<file path="src/rtl/alu_regfile_seq.sv">
// Register file, N-bit ALU and status flags behind a valid/ready command port.
// A lane sequencer runs carry-chained multi-lane word operations, one lane per enabled cycle.
module alu_regfile_seq #(
  parameter int unsigned DATA_W    = 8,
  parameter int unsigned NREGS     = 32,
  parameter int unsigned ADR_W     = 5,
  parameter int unsigned MAX_LANES = 4
) (
  input  logic              cp2,
  input  logic              ireset,
  input  logic              cp2en,
  input  logic              op_valid,
  output logic              op_ready,
  input  logic [3:0]        op_code,
  input  logic [ADR_W-1:0]  rd_adr,
  input  logic [ADR_W-1:0]  rr_adr,
  input  logic [DATA_W-1:0] imm,
  input  logic              use_imm,
  input  logic [2:0]        lanes,
  output logic              busy,
  output logic              done,
  output logic [DATA_W-1:0] result_out,
  output logic [7:0]        sreg_out,
  input  logic [ADR_W-1:0]  dbg_adr,
  output logic [DATA_W-1:0] dbg_data
);

  localparam logic [3:0] OP_ADD = 4'd0,  OP_ADC = 4'd1,  OP_SUB = 4'd2,  OP_SBC = 4'd3;
  localparam logic [3:0] OP_AND = 4'd4,  OP_OR  = 4'd5,  OP_EOR = 4'd6,  OP_COM = 4'd7;
  localparam logic [3:0] OP_NEG = 4'd8,  OP_INC = 4'd9,  OP_DEC = 4'd10, OP_CP  = 4'd11;
  localparam logic [3:0] OP_CPC = 4'd12, OP_LSR = 4'd13, OP_ROR = 4'd14, OP_LDI = 4'd15;

  typedef enum logic [1:0] {S_IDLE, S_EXEC, S_DONE} state_t;

  state_t              r_state, w_state_nxt;
  logic [3:0]          r_op;
  logic [ADR_W-1:0]    r_rd, r_rr;
  logic [DATA_W-1:0]   r_imm;
  logic                r_ui;
  logic [2:0]          r_nl, r_k;
  logic                r_cy, r_zacc;
  logic [DATA_W-1:0]   r_regs [NREGS];
  logic [5:0]          r_sreg;
  logic [DATA_W-1:0]   r_result;

  logic [2:0]          w_lanes_eff;
  logic [ADR_W-1:0]    w_rd_k, w_rr_k;
  logic [DATA_W-1:0]   w_d, w_r, w_a, w_b, w_res;
  logic [DATA_W:0]     w_sum, w_dif;
  logic [4:0]          w_hsum, w_hdif;
  logic                w_first, w_last, w_cin, w_co, w_c, w_v, w_h, w_n, w_z, w_zall, w_wr;
  logic                w_vadd, w_vsub;
  logic [5:0]          w_sreg_nxt;

  always_comb begin
    w_lanes_eff = lanes;
    if (lanes == 3'd0)               w_lanes_eff = 3'd1;
    else if (32'(lanes) > MAX_LANES) w_lanes_eff = 3'(MAX_LANES);
  end

  assign w_first = (r_k == 3'd0);
  assign w_last  = (r_k == r_nl - 3'd1);
  assign w_rd_k  = r_rd + ADR_W'(r_k);
  assign w_rr_k  = r_rr + ADR_W'(r_k);
  assign w_d     = r_regs[w_rd_k];
  assign w_r     = r_ui ? (w_first ? r_imm : '0) : r_regs[w_rr_k];

  // Lane 0 pulls SREG.C only for the carry-consuming ops; later lanes chain.
  always_comb begin
    w_cin = r_cy;
    if (w_first)
      w_cin = (r_op == OP_ADC || r_op == OP_SBC || r_op == OP_CPC || r_op == OP_ROR) ? r_sreg[0] : 1'b0;
  end

  always_comb begin
    w_a = (r_op == OP_NEG) ? '0 : w_d;
    w_b = w_r;
    if (r_op == OP_INC || r_op == OP_DEC) w_b = DATA_W'(w_first);
    else if (r_op == OP_NEG)              w_b = w_d;
  end

  assign w_sum  = {1'b0, w_a} + {1'b0, w_b} + (DATA_W+1)'(w_cin);
  assign w_dif  = {1'b0, w_a} - {1'b0, w_b} - (DATA_W+1)'(w_cin);
  assign w_hsum = {1'b0, w_a[3:0]} + {1'b0, w_b[3:0]} + 5'(w_cin);
  assign w_hdif = {1'b0, w_a[3:0]} - {1'b0, w_b[3:0]} - 5'(w_cin);
  assign w_vadd = (w_a[DATA_W-1] & w_b[DATA_W-1] & ~w_sum[DATA_W-1]) |
                  (~w_a[DATA_W-1] & ~w_b[DATA_W-1] & w_sum[DATA_W-1]);
  assign w_vsub = (w_a[DATA_W-1] & ~w_b[DATA_W-1] & ~w_dif[DATA_W-1]) |
                  (~w_a[DATA_W-1] & w_b[DATA_W-1] & w_dif[DATA_W-1]);

  // Per-lane result and the flag candidates used if this is the last lane.
  always_comb begin
    w_res = w_sum;
    w_res = w_sum[DATA_W-1:0];
    w_co  = 1'b0;
    w_c   = r_sreg[0];
    w_v   = 1'b0;
    w_h   = 1'b0;
    w_wr  = 1'b1;
    case (r_op)
      OP_ADD, OP_ADC: begin
        w_co = w_sum[DATA_W]; w_c = w_co; w_v = w_vadd; w_h = w_hsum[4];
      end
      OP_INC: begin
        w_co = w_sum[DATA_W]; w_v = w_vadd;
      end
      OP_SUB, OP_SBC, OP_NEG, OP_CP, OP_CPC: begin
        w_res = w_dif[DATA_W-1:0];
        w_co  = w_dif[DATA_W]; w_c = w_co; w_v = w_vsub; w_h = w_hdif[4];
        w_wr  = (r_op != OP_CP) && (r_op != OP_CPC);
      end
      OP_DEC: begin
        w_res = w_dif[DATA_W-1:0];
        w_co  = w_dif[DATA_W]; w_v = w_vsub;
      end
      OP_AND: w_res = w_d & w_r;
      OP_OR:  w_res = w_d | w_r;
      OP_EOR: w_res = w_d ^ w_r;
      OP_COM: begin
        w_res = ~w_d; w_c = 1'b1;
      end
      OP_LSR, OP_ROR: begin
        w_res = {w_cin, w_d[DATA_W-1:1]};
        w_co  = w_d[0]; w_c = w_co; w_v = w_res[DATA_W-1] ^ w_co;
      end
      default: w_res = r_imm;
    endcase
  end

  assign w_n        = w_res[DATA_W-1];
  assign w_zall     = r_zacc & (w_res == '0);
  assign w_z        = (r_op == OP_ADC || r_op == OP_SBC || r_op == OP_CPC) ? (w_zall & r_sreg[1]) : w_zall;
  assign w_sreg_nxt = {w_h, w_n ^ w_v, w_v, w_n, w_z, w_c};

  always_comb begin
    w_state_nxt = r_state;
    case (r_state)
      S_IDLE:  if (op_valid) w_state_nxt = S_EXEC;
      S_EXEC:  if (w_last)   w_state_nxt = S_DONE;
      S_DONE:  w_state_nxt = S_IDLE;
      default: w_state_nxt = S_IDLE;
    endcase
  end

  always_ff @(posedge cp2) begin
    if (ireset)     r_state <= S_IDLE;
    else if (cp2en) r_state <= w_state_nxt;
  end

  always_ff @(posedge cp2) begin
    if (ireset) begin
      for (int i = 0; i < int'(NREGS); i++) r_regs[i] <= '0;
      r_op <= '0; r_rd <= '0; r_rr <= '0; r_imm <= '0; r_ui <= 1'b0;
      r_nl <= 3'd1; r_k <= '0; r_cy <= 1'b0; r_zacc <= 1'b1;
      r_sreg <= '0; r_result <= '0;
    end else if (cp2en) begin
      if (r_state == S_IDLE && op_valid) begin
        r_op <= op_code; r_rd <= rd_adr; r_rr <= rr_adr; r_imm <= imm; r_ui <= use_imm;
        r_nl <= w_lanes_eff; r_k <= '0; r_zacc <= 1'b1;
      end else if (r_state == S_EXEC) begin
        if (w_wr) r_regs[w_rd_k] <= w_res;
        r_result <= w_res;
        r_cy     <= w_co;
        r_zacc   <= w_zall;
        r_k      <= r_k + 3'd1;
        if (w_last && r_op != OP_LDI) r_sreg <= w_sreg_nxt;
      end
    end
  end

  assign op_ready   = (r_state == S_IDLE);
  assign busy       = (r_state != S_IDLE);
  assign done       = (r_state == S_DONE);
  assign result_out = r_result;
  assign sreg_out   = {2'b00, r_sreg};
  assign dbg_data   = r_regs[dbg_adr];

endmodule
</file>
<file path="config.mk">
export PLATFORM = sky130hd
export DESIGN_NAME = alu_regfile_seq
export DESIGN_NICKNAME = d
export VERILOG_FILES = /design/src/rtl/alu_regfile_seq.sv
export SDC_FILE = /design/constraint.sdc
export NUM_CORES = 1
export LEC_CHECK = 0
export ABC_CLOCK_PERIOD_IN_PS = 6380
export CORE_MARGIN = 5
export CORE_UTILIZATION = 45
export DETAILED_ROUTE_END_ITERATION = 6
export GPL_ROUTABILITY_DRIVEN = 0
export SYNTH_ARGS = -nofsm -noshare
export SYNTH_HDL_FRONTEND = slang
export SYNTH_SLANG_ARGS = --single-unit
export TNS_END_PERCENT = 20
</file>
<file path="constraint.sdc">
create_clock -name cp2 -period 6.38 [get_ports cp2]
set_clock_uncertainty 0.15 [all_clocks]
set_input_delay 0.638 -clock cp2 [delete_from_list [all_inputs] [get_ports cp2]]
set_output_delay 0.638 -clock cp2 [all_outputs]
set_load 0.005 [all_outputs]
</file>
==> results of run 1 <==
## registers in the layout (all words and copies together), names as in the netlist, 2 cells and up
| signal | cells |
|---|---|
| r_regs | 256 |
| r_imm | 8 |
| r_nl | 3 |
| r_k | 3 |
| r_op | 4 |
| r_rr | 5 |
| r_state | 2 |
| r_sreg | 6 |
| r_rd | 5 |
| result_out | 8 |
## path summary, 6_finish.rpt
path | to | cells past startpoint | startpoint | slack [ps]
min | r_nl[1]$_SDFFE_PP0P_ | 2 | r_nl[1]$_SDFFE_PP0P_ | 320
max reg2reg | r_sreg[4]$_SDFFE_PP0P_ | 23 | r_rr[0]$_SDFFE_PP0P_ | 170
max | r_sreg[4]$_SDFFE_PP0P_ | 23 | r_rr[0]$_SDFFE_PP0P_ | 170
min reg2reg | r_nl[1]$_SDFFE_PP0P_ | 2 | r_nl[1]$_SDFFE_PP0P_ | 320
## kinds of logic after synthesis
group                      Yosys count  share of synthesized area
and+or+nand+nor                    613                      0.137
DFF                                303                      0.433
muxes                              258                      0.270
AOI/OAI and AO/OA                  209                     0.0733
buffers and inverters              181                     0.0408
adders and majority gates           53                     0.0356
xor gates and xnor gates            21                     0.0102
other                                1                   0.000188
## synthesized netlist by cell type, drive strengths merged (4+ instances only)
cell type  count
ha            47
a221oi         5
xor2           4
fa             6
o22ai          7
xnor2         17
o32ai          4
inv           56
a211oi        17
o211ai         4
nor2         327
mux2           9
mux4         221
a211o          7
o311ai         4
nand2        120
dfxtp         47
o221ai         5
o221a          4
nor4          13
and3           8
a21o           6
nand2b        49
nand3         19
or2           11
o21a           4
clkbuf        64
nor3b          4
mux2i         28
nor3          25
a22oi          4
nand4          7
a21oi         58
edfxtp       256
o21ai         47
buf           61
and2           9
nor2b         10
a31oi          5
## repair_timing
| item | in CTS | in global routing |
|---|---|---|
| resized for setup | 1 | 13 |
| gates cloned | 0 | 0 |
| setup endpoints to repair | 1 | 104 |
| setup buffers | 0 | 0 |
| pin swaps | 0 | 0 |
## routing by layer
layer  up-vias  GRT usage  wire, µm
met5         -    0.00404        13
met4         2      0.119      3300
met3       151     0.0770      7980
met2      1023      0.413     29600
met1      7531      0.371     25200
li1       6413          -         -
## stage by stage
| stage | hold WS [ps] | cells | TNS (ps) |
|---|---|---|---|
| after global routing | 341 | 2342 | -36.2 |
| after CTS | 324 | 2342 | 0 |
| after global placement | 293 | 2280 | 0 |
| final | 315 | 2342 | 0 |
| after floorplan | 282 | 1640 | 0 |
| after detailed placement | 308 | 2280 | -26.8 |
## report_power, final
part | internal, µW | switching, µW | total, µW
clock | 1040 | 824 | 1860
combinational | 901 | 1390 | 2290
sequential | 2220 | 68.4 | 2290
total | 4150 | 2280 | 6430
## area by class of cell
class | count | area share
Inverter | 56 | 0.00921
Tap cell | 592 | 0.0324
Timing Repair Buffer | 173 | 0.0703
Sequential cell | 303 | 0.378
Clock inverter | 17 | 0.00400
Clock buffer | 45 | 0.0409
Multi-Input combinational cell | 1156 | 0.465
## critical path, delay by kind of cell, from the launching register on
family                   cells  cell delay, ps
AO/OA/AOI/OAI                7            1410
AND/OR/NAND/NOR              4            1090
adder cells (fa/ha/maj)      3            1050
multiplexers                 3            1030
buffers and inverters        5             700
flip-flops                   1             400
XOR/XNOR                     1             170
==> impl_metrics.tcl, run 1 <==
set metrics [dict create \
    rsz0062_at_grt "true" \
    first_pass_iters 5 \
    fill_cells 3872 \
    dpl.hpwl_mm 48.2 \
    cts_made_buffers 35 \
    synth-edff-count 256 \
    track_usage 0.273 \
    setup_viol 0 \
    drive_above_1_share 0.250 \
    final_core_util 0.518 \
    tritoncts "built" \
    end_kind "register" \
    avgSynthCellArea_um2 12.1 \
    p_leak_uw 0.00801 \
    wirelength_mm 66.1 \
    vias_per_cell 6.46 \
    synthArstFlopShare 0 \
    hold_viol_final 0 \
    yosysTopAreaCellShare 0.386 \
    ys_ff_latch 303 \
    vias 15100 \
    antenna_found_initial 1 \
    yosys.area.top_type "edfxtp_1" \
    remaining_drc_errors 0 \
    status "finished clean" \
    cts.sinks 303 \
    synth_top_flop_cell "edfxtp_1" \
    clkTransAtPathRegs_ps 60 \
    worst_pin_slew_ps 1220 \
    cts.path.max_buffers 3 \
    dieArea_um2 48500 \
    clock.fmax_mhz 161 \
    final_common_cell "nor2_1" \
    fp.coreArea_um2 44000 \
    areaGrowthSynthToFinish_pct 14.7 \
    synth-seq-area-share 0.433 \
    die_h_um 220 \
    total_power_uw 6430 \
    grt_pass1_vias 14500 \
    syn_area_um2 19900 \
    synth.area.top_cells "edfxtp_1, mux4_2, nor2_1" \
    worst_slack_ps 175 \
    ctsHoldBuffers 0 \
    peakVddDrop_mv 0.203 \
    yosys_warnings 0 \
    htreeDepth 2 \
    syn_inst 1639 \
    io-pin-count 62 \
    placementRows 77 \
    final_cell_area_um2 22800 \
    grt_max_degree 80 \
    n_antenna_cell 0 \
    critPathArrivalTime_ps 6450 \
    critical_path.slowest_cell "fa_2" \
    wire_per_inst_um 28.2 \
    place.port_buffers 59 \
    area.sequential_um2 8630 \
    clock-root-buffer "clkbuf_16" \
    postRouteAntennaNets 0 \
    start_util 0.452 \
    nNetsFinal 1813 \
    startpoint_type "register" \
    critPathMaxFanout 26 \
    hold_class "register to register" \
    drv_slew 0 \
    power_density_nw_per_um2 282 \
    final_cell_mix "nor2_1, edfxtp_1, mux4_2" \
    synth_cell_type_count 80 \
    drtIter0Drc 2074 \
    drv_cap 0 \
    insertion_delay_ps 560 \
    path_cells "ha_4, inv_1, fa_2, buf_12, buf_4, buf_4, mux4_2, mux4_2, mux2i_1, o21ai_1, o21ai_0, or2_2, inv_1, ha_1, a21oi_1, o21bai_1, a221o_1, a221oi_2, xnor2_2, nor2_1, or3_1, nor4b_1, a2111oi_2" \
    die_w_um 220 \
    max_stage_delay_ps 620 \
    fin_crit_ps 6210 \
    maxSlewHeadroom 0.186 \
    gr-total-overflow 0 \
    placed_cell_area_um2 21800 \
    multi_input_area_um2 10600 \
    grt_pass1_wl_mm 97.4 \
    crit_type "register to register" \
    pre_cts_ws_ps -26.8 \
    critical_path_required_ps 6630 \
    min_period_over_period 0.973 \
]
Power figures use the tool's default switching activity.
==> inputs of run 2 (changes only) <==
- RECOVER_POWER: default -> 25
==> run 2 against run 1 <==
Combinational power about the same. First-iteration DRC count down 0.43%. Global-route usage unchanged. Sequential share of layout area up 0.069 points. Worst hold slack better by 1.4 ps. Utilization down 0.094 points. Non-clock buffer count unchanged. Worst setup slack better by 21 ps. Sequential power about the same.
==> impl_metrics.tcl, run 2 (synthesized netlist as in run 1, its figures left out) <==
set metrics [dict create \
    critical_path_required_ps 6630 \
    critPathArrivalTime_ps 6430 \
    whs_ps 317 \
    insertion_delay_ps 560 \
    fin_cells 2342 \
    fin_crit_ps 6180 \
    dieArea_um2 48500 \
    final_common_cell "nor2_1" \
    hold_class "register to register" \
    dpl.hpwl_mm 48.2 \
    largest_reg_flops 256 \
    first_pass_iters 5 \
    drive_above_1_share 0.243 \
    clock.fmax_mhz 162 \
    grt_max_degree 80 \
    nNetsFinal 1813 \
    multi_input_area_um2 10600 \
    worst_pin_slew_ps 1240 \
    clock-root-buffer "clkbuf_16" \
    gr-total-overflow 0 \
    die_w_um 220 \
    htreeDepth 2 \
    pwr-share-comb 0.356 \
    startpoint_type "register" \
    placementRows 77 \
    place.port_buffers 59 \
    end_kind "register" \
    setup_viol 0 \
    hold_viol_final 0 \
    critPathTopFamily "compound AO/OA/AOI/OAI gates" \
    vias 15200 \
    tritoncts "built" \
    cts_made_buffers 35 \
    critical_path.slowest_cell "fa_2" \
    pwr-share-seq 0.355 \
    rsz0062_at_grt "true" \
    fill_cells 3882 \
    sw_frac_of_total 0.355 \
    crit_type "register to register" \
    clkTransAtPathRegs_ps 60 \
    areaGrowthSynthToFinish_pct 14.4 \
    power_density_nw_per_um2 283 \
    wirelength_mm 66.3 \
    cts.path.max_buffers 3 \
    ctsHoldBuffers 0 \
    drv_cap 0 \
    postRouteAntennaNets 0 \
    p_leak_uw 0.00802 \
    start_util 0.452 \
    drtIter0Drc 2065 \
    vias_per_cell 6.48 \
    cts.sinks 303 \
    remaining_drc_errors 0 \
    intPower_uw 4150 \
    worst-path-buf-inv 5 \
    final_core_util 0.518 \
    n_antenna_cell 0 \
    area.sequential_um2 8630 \
    track_usage 0.273 \
    switchingPower_uw 2290 \
    dpl.cell_count 2280 \
    critPathMaxFanout 26 \
    status "finished clean" \
    wire_per_inst_um 28.3 \
    min_period_over_period 0.969 \
    peakVddDrop_mv 0.206 \
    path_cells "ha_4, inv_1, fa_2, buf_12, buf_4, buf_4, mux4_2, mux4_2, mux2i_1, o21ai_1, o21ai_0, or2_2, inv_1, ha_1, a21oi_1, o21bai_1, a221o_1, a221oi_2, xnor2_2, nor2_1, or3_1, nor4b_1, a2111oi_2" \
    maxSlewHeadroom 0.172 \
    drv_slew 0 \
    io-pin-count 62 \
    grt_pass1_vias 14500 \
    final_cell_mix "nor2_1, edfxtp_1, mux4_2" \
    clockPowerShare 0.289 \
    fp.coreArea_um2 44000 \
    grt_pass1_wl_mm 97.4 \
    max_stage_delay_ps 620 \
    largest-register "r_regs" \
    antenna_found_initial 1 \
    die_h_um 220 \
]
[run 2: stage by stage]
stage                     total power (µW)  cell area (µm²)  TNS [ps]  setup slack (ps)
after floorplan                       3590            19900         0               427
final                                 6440            22800         0               196
after CTS                             6410            22800         0              62.8
after detailed placement              4540            21800     -26.8             -26.8
after global placement                4530            21800         0              36.8
after global routing                  6680            22800     -36.2             -36.2
[run 2: worst min-delay path, stage by stage, from the launching register on]
cell	delay (ps)
dfxtp_1	310
nand2_1	50
a21oi_1	50
[run 2: final timing paths]
path	startpoint	end	slack [ps]	cells after the start
setup / recovery	r_rr[0]$_SDFFE_PP0P_	r_sreg[4]$_SDFFE_PP0P_	200	23
hold / removal	r_nl[1]$_SDFFE_PP0P_	r_nl[1]$_SDFFE_PP0P_	320	2
setup reg to reg	r_rr[0]$_SDFFE_PP0P_	r_sreg[4]$_SDFFE_PP0P_	200	23
hold reg to reg	r_nl[1]$_SDFFE_PP0P_	r_nl[1]$_SDFFE_PP0P_	320	2
[run 2: power by group through the flow]
stage | clock (µW) | sequential (µW) | combinational (µW)
global route | 1970 | 2290 | 2420
floorplan | 0 | 2290 | 1300
CTS | 1890 | 2280 | 2230
detailed placement | 0 | 2320 | 2220
finish | 1860 | 2280 | 2290
global placement | 0 | 2320 | 2210
[run 2: metal layers]
metal	vias to the layer above	part of all wire	wire length (µm)	global-route usage
li1	6405	-	-	-
met1	7592	0.38	25300	0.371
met2	1029	0.45	29700	0.413
met3	152	0.12	7970	0.0770
met4	2	0.050	3290	0.119
met5	-	0.00020	13	0.00404
[run 2: cell type report]
class | count | share of cell area
inverters | 56 | 0.00923
multi-input cells | 1156 | 0.466
repair buffers | 173 | 0.0686
flip-flops and latches | 303 | 0.379
clock inverters | 17 | 0.00401
clock buffers | 45 | 0.0410
well taps | 592 | 0.0325
[run 2: what timing repair did]
| action | CTS | global route |
|---|---|---|
| buffers inserted | 0 | 0 |
| setup endpoints to repair | 1 | 104 |
| gates resized for setup | 1 | 13 |
